### config.mk
export PLATFORM = sky130hd
export DESIGN_NAME = clock_mode_controller
export DESIGN_NICKNAME = d
export VERILOG_FILES = /design/src/rtl/clock_pkg.sv /design/src/rtl/mod_counter.sv /design/src/rtl/clock_mode_controller.sv
export SDC_FILE = /design/constraint.sdc
export NUM_CORES = 1
export LEC_CHECK = 0
export ABC_AREA = 1
export CAP_MARGIN = 20
export CORE_ASPECT_RATIO = 0.9
export CORE_MARGIN = 5
export CORE_UTILIZATION = 56
export DETAILED_ROUTE_END_ITERATION = 8
export PLACE_DENSITY_LB_ADDON = 0.12
export REMOVE_ABC_BUFFERS = 1
export SYNTH_ARGS = -nofsm -noshare
export SYNTH_HDL_FRONTEND = slang
export SYNTH_SLANG_ARGS = --single-unit
### constraint.sdc
create_clock -name clk -period 2.4 [get_ports clk]
set_input_delay 0.24 -clock clk [delete_from_list [all_inputs] [get_ports clk]]
set_output_delay 0.24 -clock clk [all_outputs]
set_load 0.005 [all_outputs]
### src/rtl/clock_pkg.sv
// -----------------------------------------------------------------------------
// clock_pkg
// Shared definitions for the alarm-clock mode controller: field limits,
// counter widths, mode and field encodings, the decoded button action and
// small helpers used by the controller.
// -----------------------------------------------------------------------------
package clock_pkg;

    localparam int MAX_HOUR = 23;
    localparam int MAX_MIN  = 59;
    localparam int MAX_SEC  = 59;

    localparam int HOUR_W = 5;
    localparam int MIN_W  = 6;
    localparam int SEC_W  = 6;

    // Encoding 2'b11 is deliberately left out; the controller recovers from it.
    typedef enum logic [1:0] {
        MODE_CLOCK     = 2'b00,
        MODE_ADJ_TIME  = 2'b01,
        MODE_ADJ_ALARM = 2'b10
    } mode_t;

    typedef enum logic {
        FIELD_HOURS   = 1'b0,
        FIELD_MINUTES = 1'b1
    } field_t;

    // The one button action taken in a cycle after priority resolution.
    typedef enum logic [2:0] {
        ACT_NONE,
        ACT_CENTRE,
        ACT_UP,
        ACT_DOWN,
        ACT_LEFT,
        ACT_RIGHT
    } action_t;

    // Priority: centre > up > down > left > right; the rest are dropped.
    function automatic action_t decode_buttons(input logic c, input logic u,
                                               input logic d, input logic l,
                                               input logic r);
        if (c)      return ACT_CENTRE;
        else if (u) return ACT_UP;
        else if (d) return ACT_DOWN;
        else if (l) return ACT_LEFT;
        else if (r) return ACT_RIGHT;
        else        return ACT_NONE;
    endfunction

    // Value a wrapping counter takes after one increment.
    function automatic logic [5:0] inc_wrap(input logic [5:0] v,
                                            input logic [5:0] limit);
        return (v == limit) ? 6'd0 : v + 6'd1;
    endfunction

endpackage

### src/rtl/mod_counter.sv
// -----------------------------------------------------------------------------
// mod_counter
// Modulo-(MAX+1) up/down counter used for every time and alarm field.
// Ports:
//   clk, rst  - clock, asynchronous active-high reset (value -> 0)
//   inc       - count up, MAX wraps to 0
//   dec       - count down, 0 wraps to MAX
//   clr       - force to 0 (highest priority)
//   value     - registered count
//   wrap      - high in the cycle an increment rolls MAX over to 0 (carry out)
// Priority when several controls are high: clr > inc > dec.
// -----------------------------------------------------------------------------
module mod_counter #(
    parameter int MAX = 59,
    parameter int W   = $clog2(MAX + 1)
) (
    input  logic         clk,
    input  logic         rst,
    input  logic         inc,
    input  logic         dec,
    input  logic         clr,
    output logic [W-1:0] value,
    output logic         wrap
);

    localparam logic [W-1:0] MAX_V = W'(MAX);

    assign wrap = inc && !clr && (value == MAX_V);

    // NOTE: registers are written with non-blocking assignments so every
    // flop samples pre-edge values regardless of block evaluation order.
    always_ff @(posedge clk or posedge rst) begin
        if (rst) begin
            value <= '0;
        end else if (clr) begin
            value <= '0;
        end else if (inc) begin
            value <= (value == MAX_V) ? '0 : value + 1'b1;
        end else if (dec) begin
            value <= (value == '0) ? MAX_V : value - 1'b1;
        end
    end

endmodule

### src/rtl/clock_mode_controller.sv
// -----------------------------------------------------------------------------
// clock_mode_controller
// Alarm clock core: time of day, alarm setting, three-mode user interface
// driven by five button pulses, and the alarm ringer.
// Ports:
//   clk, rst        - clock, asynchronous active-high reset
//   tick_1hz        - one-cycle pulse per second
//   btn_c/u/d/l/r   - one-cycle button pulses (centre, up, down, left, right)
//   hours/minutes/seconds      - current time
//   alarm_hours/alarm_minutes  - alarm setting
//   mode            - 00 CLOCK, 01 ADJ_TIME, 10 ADJ_ALARM
//   field_sel       - field under adjustment (0 hours, 1 minutes)
//   alarm_en        - alarm armed
//   alarm_ring      - alarm sounding
// All outputs are registered; an input in cycle N shows up in cycle N+1.
// -----------------------------------------------------------------------------
module clock_mode_controller
    import clock_pkg::*;
#(
    parameter int ALARM_SECS = 60
) (
    input  logic              clk,
    input  logic              rst,
    input  logic              tick_1hz,
    input  logic              btn_c,
    input  logic              btn_u,
    input  logic              btn_d,
    input  logic              btn_l,
    input  logic              btn_r,
    output logic [HOUR_W-1:0] hours,
    output logic [MIN_W-1:0]  minutes,
    output logic [SEC_W-1:0]  seconds,
    output logic [HOUR_W-1:0] alarm_hours,
    output logic [MIN_W-1:0]  alarm_minutes,
    output logic [1:0]        mode,
    output logic              field_sel,
    output logic              alarm_en,
    output logic              alarm_ring
);

    mode_t      mode_q;
    field_t     field_q;
    logic       alarm_en_q;
    logic       alarm_ring_q;
    logic [7:0] ring_cnt;

    assign mode       = mode_q;
    assign field_sel  = field_q;
    assign alarm_en   = alarm_en_q;
    assign alarm_ring = alarm_ring_q;

    // ------------------------------------------------------------------
    // Button resolution. While ringing, any button only silences, so the
    // effective action is suppressed.
    // ------------------------------------------------------------------
    logic    any_btn;
    action_t act;

    assign any_btn = btn_c | btn_u | btn_d | btn_l | btn_r;
    assign act     = (alarm_ring_q && any_btn)
                     ? ACT_NONE
                     : decode_buttons(btn_c, btn_u, btn_d, btn_l, btn_r);

    // ------------------------------------------------------------------
    // Counter controls
    // ------------------------------------------------------------------
    logic sec_inc, sec_clr, sec_wrap;
    logic min_inc, min_dec, min_wrap;
    logic hour_inc, hour_dec, hour_wrap;
    logic amin_inc, amin_dec, amin_wrap;
    logic ahour_inc, ahour_dec, ahour_wrap;
    logic tick_adv;

    // NOTE: every always_comb output gets a default first so no path can
    // leave it unassigned and infer a latch.
    always_comb begin
        tick_adv  = 1'b0;
        sec_inc   = 1'b0;
        sec_clr   = 1'b0;
        min_inc   = 1'b0;
        min_dec   = 1'b0;
        hour_inc  = 1'b0;
        hour_dec  = 1'b0;
        amin_inc  = 1'b0;
        amin_dec  = 1'b0;
        ahour_inc = 1'b0;
        ahour_dec = 1'b0;

        // Time runs in CLOCK and ADJ_ALARM, and is frozen in ADJ_TIME.
        tick_adv = tick_1hz &&
                   (mode_q == MODE_CLOCK || mode_q == MODE_ADJ_ALARM);

        sec_inc  = tick_adv;
        min_inc  = tick_adv && sec_wrap;
        hour_inc = tick_adv && sec_wrap && min_wrap;

        if (mode_q == MODE_ADJ_TIME && (act == ACT_UP || act == ACT_DOWN)) begin
            // Adjusting either field restarts the minute; no inter-field carry
            // because hour_inc above only follows ticks, never adjustment.
            sec_clr = 1'b1;
            if (field_q == FIELD_HOURS) begin
                hour_inc = (act == ACT_UP);
                hour_dec = (act == ACT_DOWN);
            end else begin
                min_inc  = (act == ACT_UP);
                min_dec  = (act == ACT_DOWN);
            end
        end

        if (mode_q == MODE_ADJ_ALARM) begin
            if (field_q == FIELD_HOURS) begin
                ahour_inc = (act == ACT_UP);
                ahour_dec = (act == ACT_DOWN);
            end else begin
                amin_inc  = (act == ACT_UP);
                amin_dec  = (act == ACT_DOWN);
            end
        end
    end

    mod_counter #(.MAX(MAX_SEC), .W(SEC_W)) u_seconds (
        .clk(clk), .rst(rst), .inc(sec_inc), .dec(1'b0), .clr(sec_clr),
        .value(seconds), .wrap(sec_wrap)
    );

    mod_counter #(.MAX(MAX_MIN), .W(MIN_W)) u_minutes (
        .clk(clk), .rst(rst), .inc(min_inc), .dec(min_dec), .clr(1'b0),
        .value(minutes), .wrap(min_wrap)
    );

    mod_counter #(.MAX(MAX_HOUR), .W(HOUR_W)) u_hours (
        .clk(clk), .rst(rst), .inc(hour_inc), .dec(hour_dec), .clr(1'b0),
        .value(hours), .wrap(hour_wrap)
    );

    mod_counter #(.MAX(MAX_MIN), .W(MIN_W)) u_alarm_minutes (
        .clk(clk), .rst(rst), .inc(amin_inc), .dec(amin_dec), .clr(1'b0),
        .value(alarm_minutes), .wrap(amin_wrap)
    );

    mod_counter #(.MAX(MAX_HOUR), .W(HOUR_W)) u_alarm_hours (
        .clk(clk), .rst(rst), .inc(ahour_inc), .dec(ahour_dec), .clr(1'b0),
        .value(alarm_hours), .wrap(ahour_wrap)
    );

    // Day rollover and alarm-field wraps have no consumer here.
    logic unused_wraps;
    assign unused_wraps = hour_wrap ^ amin_wrap ^ ahour_wrap;

    // ------------------------------------------------------------------
    // Alarm trigger: this tick lands exactly on alarm_hours:alarm_minutes:00.
    // Only the :59 -> :00 tick can match, so the alarm fires once per minute
    // at most and cannot retrigger after being silenced.
    // ------------------------------------------------------------------
    logic [5:0] next_min;
    logic [5:0] next_hour;
    logic       trig;

    assign next_min  = inc_wrap(minutes, 6'(MAX_MIN));
    assign next_hour = (minutes == MIN_W'(MAX_MIN))
                       ? inc_wrap({1'b0, hours}, 6'(MAX_HOUR))
                       : {1'b0, hours};

    assign trig = (mode_q == MODE_CLOCK) && alarm_en_q && tick_1hz &&
                  (seconds == SEC_W'(MAX_SEC)) &&
                  (next_min == alarm_minutes) &&
                  (next_hour == {1'b0, alarm_hours});

    // ------------------------------------------------------------------
    // Mode FSM with field select and alarm enable
    // ------------------------------------------------------------------
    always_ff @(posedge clk or posedge rst) begin
        if (rst) begin
            mode_q     <= MODE_CLOCK;
            field_q    <= FIELD_HOURS;
            alarm_en_q <= 1'b0;
        end else begin
            case (mode_q)
                MODE_CLOCK: begin
                    if (act == ACT_CENTRE) begin
                        mode_q  <= MODE_ADJ_TIME;
                        field_q <= FIELD_HOURS;
                    end else if (act == ACT_UP) begin
                        alarm_en_q <= ~alarm_en_q;
                    end
                end
                MODE_ADJ_TIME: begin
                    if (act == ACT_CENTRE) begin
                        mode_q  <= MODE_ADJ_ALARM;
                        field_q <= FIELD_HOURS;
                    end else if (act == ACT_LEFT) begin
                        field_q <= FIELD_HOURS;
                    end else if (act == ACT_RIGHT) begin
                        field_q <= FIELD_MINUTES;
                    end
                end
                MODE_ADJ_ALARM: begin
                    if (act == ACT_CENTRE) begin
                        mode_q  <= MODE_CLOCK;
                        field_q <= FIELD_HOURS;
                    end else if (act == ACT_LEFT) begin
                        field_q <= FIELD_HOURS;
                    end else if (act == ACT_RIGHT) begin
                        field_q <= FIELD_MINUTES;
                    end
                end
                default: begin
                    // Unused encoding: recover to CLOCK.
                    mode_q  <= MODE_CLOCK;
                    field_q <= FIELD_HOURS;
                end
            endcase
        end
    end

    // ------------------------------------------------------------------
    // Ringer: counts ticks since the trigger; any button silences it.
    // ------------------------------------------------------------------
    always_ff @(posedge clk or posedge rst) begin
        if (rst) begin
            alarm_ring_q <= 1'b0;
            ring_cnt     <= '0;
        end else if (alarm_ring_q) begin
            if (any_btn) begin
                alarm_ring_q <= 1'b0;
                ring_cnt     <= '0;
            end else if (tick_1hz) begin
                if (ring_cnt == 8'(ALARM_SECS - 1)) begin
                    alarm_ring_q <= 1'b0;
                    ring_cnt     <= '0;
                end else begin
                    ring_cnt <= ring_cnt + 8'd1;
                end
            end
        end else if (trig) begin
            alarm_ring_q <= 1'b1;
            ring_cnt     <= '0;
        end
    end

endmodule

==> run metrics <==
area share of and/or/nand/nor cells after synthesis=36.4%; vias in the first global route=2998; Post-synth EDFFs=0; Synth Warn #=0; fin crit period=2.06 ns; Detail Route Antenna Nets=0; Synth area leaders=dfrtp_1, nand2_1, inv_1, nand3_1, ha_1; setup TNS=0 ns; Post-DP HPWL=6170 microns; final wirelength=7990 microns; RSZ-0062 raised after global routing=false; Area after DPL=0.00378 sq mm; final non-filler cell area=0.00389 sq mm; Critical Path RT=2.56 ns; synth unique cells=45; Synth Area in Adders=6.48%; Buf/Inv on CP=3; most frequent cell after synthesis=nand2_1; Wirelength per Cell=13.7 microns; dpl ws=0.246 ns; layout cells sized above 1=8.19%; final setup fails=0; Int Power=2320 uW; power density cells=1110 mW/mm^2; Initial DRC Count=156; Final Net Count=538; Final Hold Viols=0; Die Area=0.00749 sq mm; Placer Congestion=0.867; Gate power share=56.7%; die height=82.6 microns; worst vdd ir=0.693 mV; mapped cell area=0.00328 sq mm; DRC viols=0; clock latency at the later pin of the worst-skew pair=0.30 ns; Worst-path clk slew=0.09 ns; worst setup margin=0.338 ns; first-pass GRT wire length=13700 microns; FF-to-FF Start=mode[0]$_DFFE_PP0P_; Worst Hold Class=input port to asynchronous set/reset pin; compound-cell area share of the yosys netlist=12.7%; H-tree Lvls=2; Core Rows=26; R2R Setup Slk=0.34 ns; Clock Power Share=13.0%; synthesized instance count=465; critical path fanouts, max=8; CP peak stage delay=0.43 ns; drt pass-1 iters=5; ys flop type=dfrtp_1; critical path class=flop to flop; cts bufs inserted=5; area taken by multi-input logic gates=0.00199 sq mm; flops & latches, synth=41; Layout Skew=0.00606 ns; post-synthesis sequential area ratio=31.3%; core area=0.00569 sq mm; initial antenna violation count=0; switching portion of total power=46.0%; Seq pwr share=30.3%; Pins Over Slew Limit=0; Worst Tran Pin Value=0.550 ns; CP Launch Type=flop; IO buf count=40; Starting Density=57.6%; Filler Cell Count=503; Antenna Cells=0; Layout area overhead=18.5%; vias=3266; Post-Synth XOR/XNOR Area=4.81%; gr ovfl total=0; Die Width=90.7 microns; CTS Sinks=41; Switch Pwr=1980 uW; largest area contributor in the netlist=dfrtp_1; status=complete, no violations; Yosys top cell area share=31.3%; CP top delay family=simple AND/OR/NAND/NOR gates; Worst R2R End=u_minutes.value[4]$_DFFE_PP0P_; Rel. slew slack=63.4%; TritonCTS clock tree=done; largest family of logic cells by synthesized area=simple AND/OR/NAND/NOR gates; root buf cell=clkbuf_8; Worst setup EP type=flop; synth cell count leaders=nand2_1, inv_1, nand3_1, nor2_1, dfrtp_1; slowest stage cell on the critical path=dfrtp_1; Achievable Freq=485 MHz; Vias/cell=5.60; worst-path cell chain=inv_1 > ha_1 > inv_1 > a21oi_1 > nand2_1 > nor2_1 > a21oi_2 > nand2_1 > inv_1 > nand2_1 > o221ai_1; clk buf depth=2; multiplexer share of the synthesized area=0.305%; Storage cell area=0.00103 sq mm; maxcap violations=0; total track usage=22.2%; Static Leak=0.00187 uW; arrival time worst endpoint=2.22 ns; ys async rst share=100%; Fin Hold WS=0.372 ns; largest net degree at the start of global routing=42; I/O pin count=41; fin crit share=85.9%; mean post-synth cell area=7.06 sq um; Register-to-Register Path Depth=11
sequential cells by signal, summed over array words and instances (netlist names):
signal and flops:
mode 2, alarm_ring 1, u_alarm_hours.value 5, u_hours.value 5
field_sel 1, u_alarm_minutes.value 6, ring_cnt 8, u_seconds.value 6
alarm_en 1, u_minutes.value 6
metal layers:
layer  routed length, microns  GRT usage, %
met4                      112          6.85
met3                      424          3.35
met5                        0             0
met2                     3850          39.1
met1                     3600          28.5
area by class of cell:
class,count,area share [%]
clock inverter,2,0.901
sequential,41,26.4
multi-input combinational,355,51.3
timing repair buffer,44,11.1
tap,70,2.25
clock buffer,5,1.77
inverter,66,6.37
kinds of logic (layout without fill, tap and decap cells):
group | after synthesis | count (layout)
adder cells (fa/ha/maj) | 17 | 17
AO/OA/AOI/OAI | 66 | 66
multiplexers | 1 | 1
buffers and inverters | 69 | 117
AND/OR/NAND/NOR | 253 | 253
XOR/XNOR | 18 | 18
flip-flops | 41 | 41
timing repair:
action	in CTS	in global routing
endpoints found under the setup margin	0	1
gates resized for setup	0	1
hold buffers	0	0
buffers inserted	0	0
tightest hold or removal path, stage by stage:
cell and delay [ns]:
clkdlybuf4s50_1 0.40, inv_1 0.05, buf_4 0.44
worst max path at each step:
stage	depth (start not counted)	end	start
global route	11	u_hours.value[2]$_DFFE_PP0P_	mode[1]$_DFFE_PP0P_
finish	11	u_minutes.value[4]$_DFFE_PP0P_	mode[0]$_DFFE_PP0P_
global placement	11	u_hours.value[2]$_DFFE_PP0P_	btn_d
detailed placement	10	u_hours.value[2]$_DFFE_PP0P_	btn_d
CTS	12	ring_cnt[4]$_DFFE_PP0P_	u_minutes.value[0]$_DFFE_PP0P_
floorplan	12	ring_cnt[0]$_DFFE_PP0P_	u_minutes.value[0]$_DFFE_PP0P_
power groups by stage:
| stage | Sequential (uW) | Clock (uW) | Combinational [uW] |
|---|---|---|---|
| 6_report | 1300 | 558 | 2440 |
| 3_5_place_dp | 1320 | 0 | 2430 |
| 2_1_floorplan | 1260 | 0 | 1590 |
| 3_3_place_gp | 1310 | 0 | 2390 |
| 4_1_cts | 1300 | 565 | 2440 |
| 5_1_grt | 1360 | 596 | 2750 |
stage by stage:
stage / total power (uW) / utilization, % / cells
after global routing: 4700 / 68.3 / 583
after floorplan: 2840 / - / 462
after CTS: 4310 / 68.3 / 583
after global placement: 3700 / 66.4 / 576
final: 4310 / 68.3 / 583
after detailed placement: 3750 / 66.4 / 576
layout by cell type, fill, tap and decap left out, types with 5 or more instances in the layout:
| cell type | instances |
|---|---|
| nor2_1 | 43 |
| nand2_2 | 5 |
| a21oi_1 | 15 |
| dfrtp_1 | 41 |
| o22ai_1 | 6 |
| nor3_1 | 17 |
| inv_1 | 63 |
| o21ai_0 | 21 |
| nand3_1 | 43 |
| clkdlybuf4s50_1 | 40 |
| nand4_1 | 10 |
| o221ai_1 | 7 |
| ha_1 | 17 |
| xor2_1 | 15 |
| nand2_1 | 111 |
| clkbuf_8 | 5 |
(Power assumes the default switching activity.)
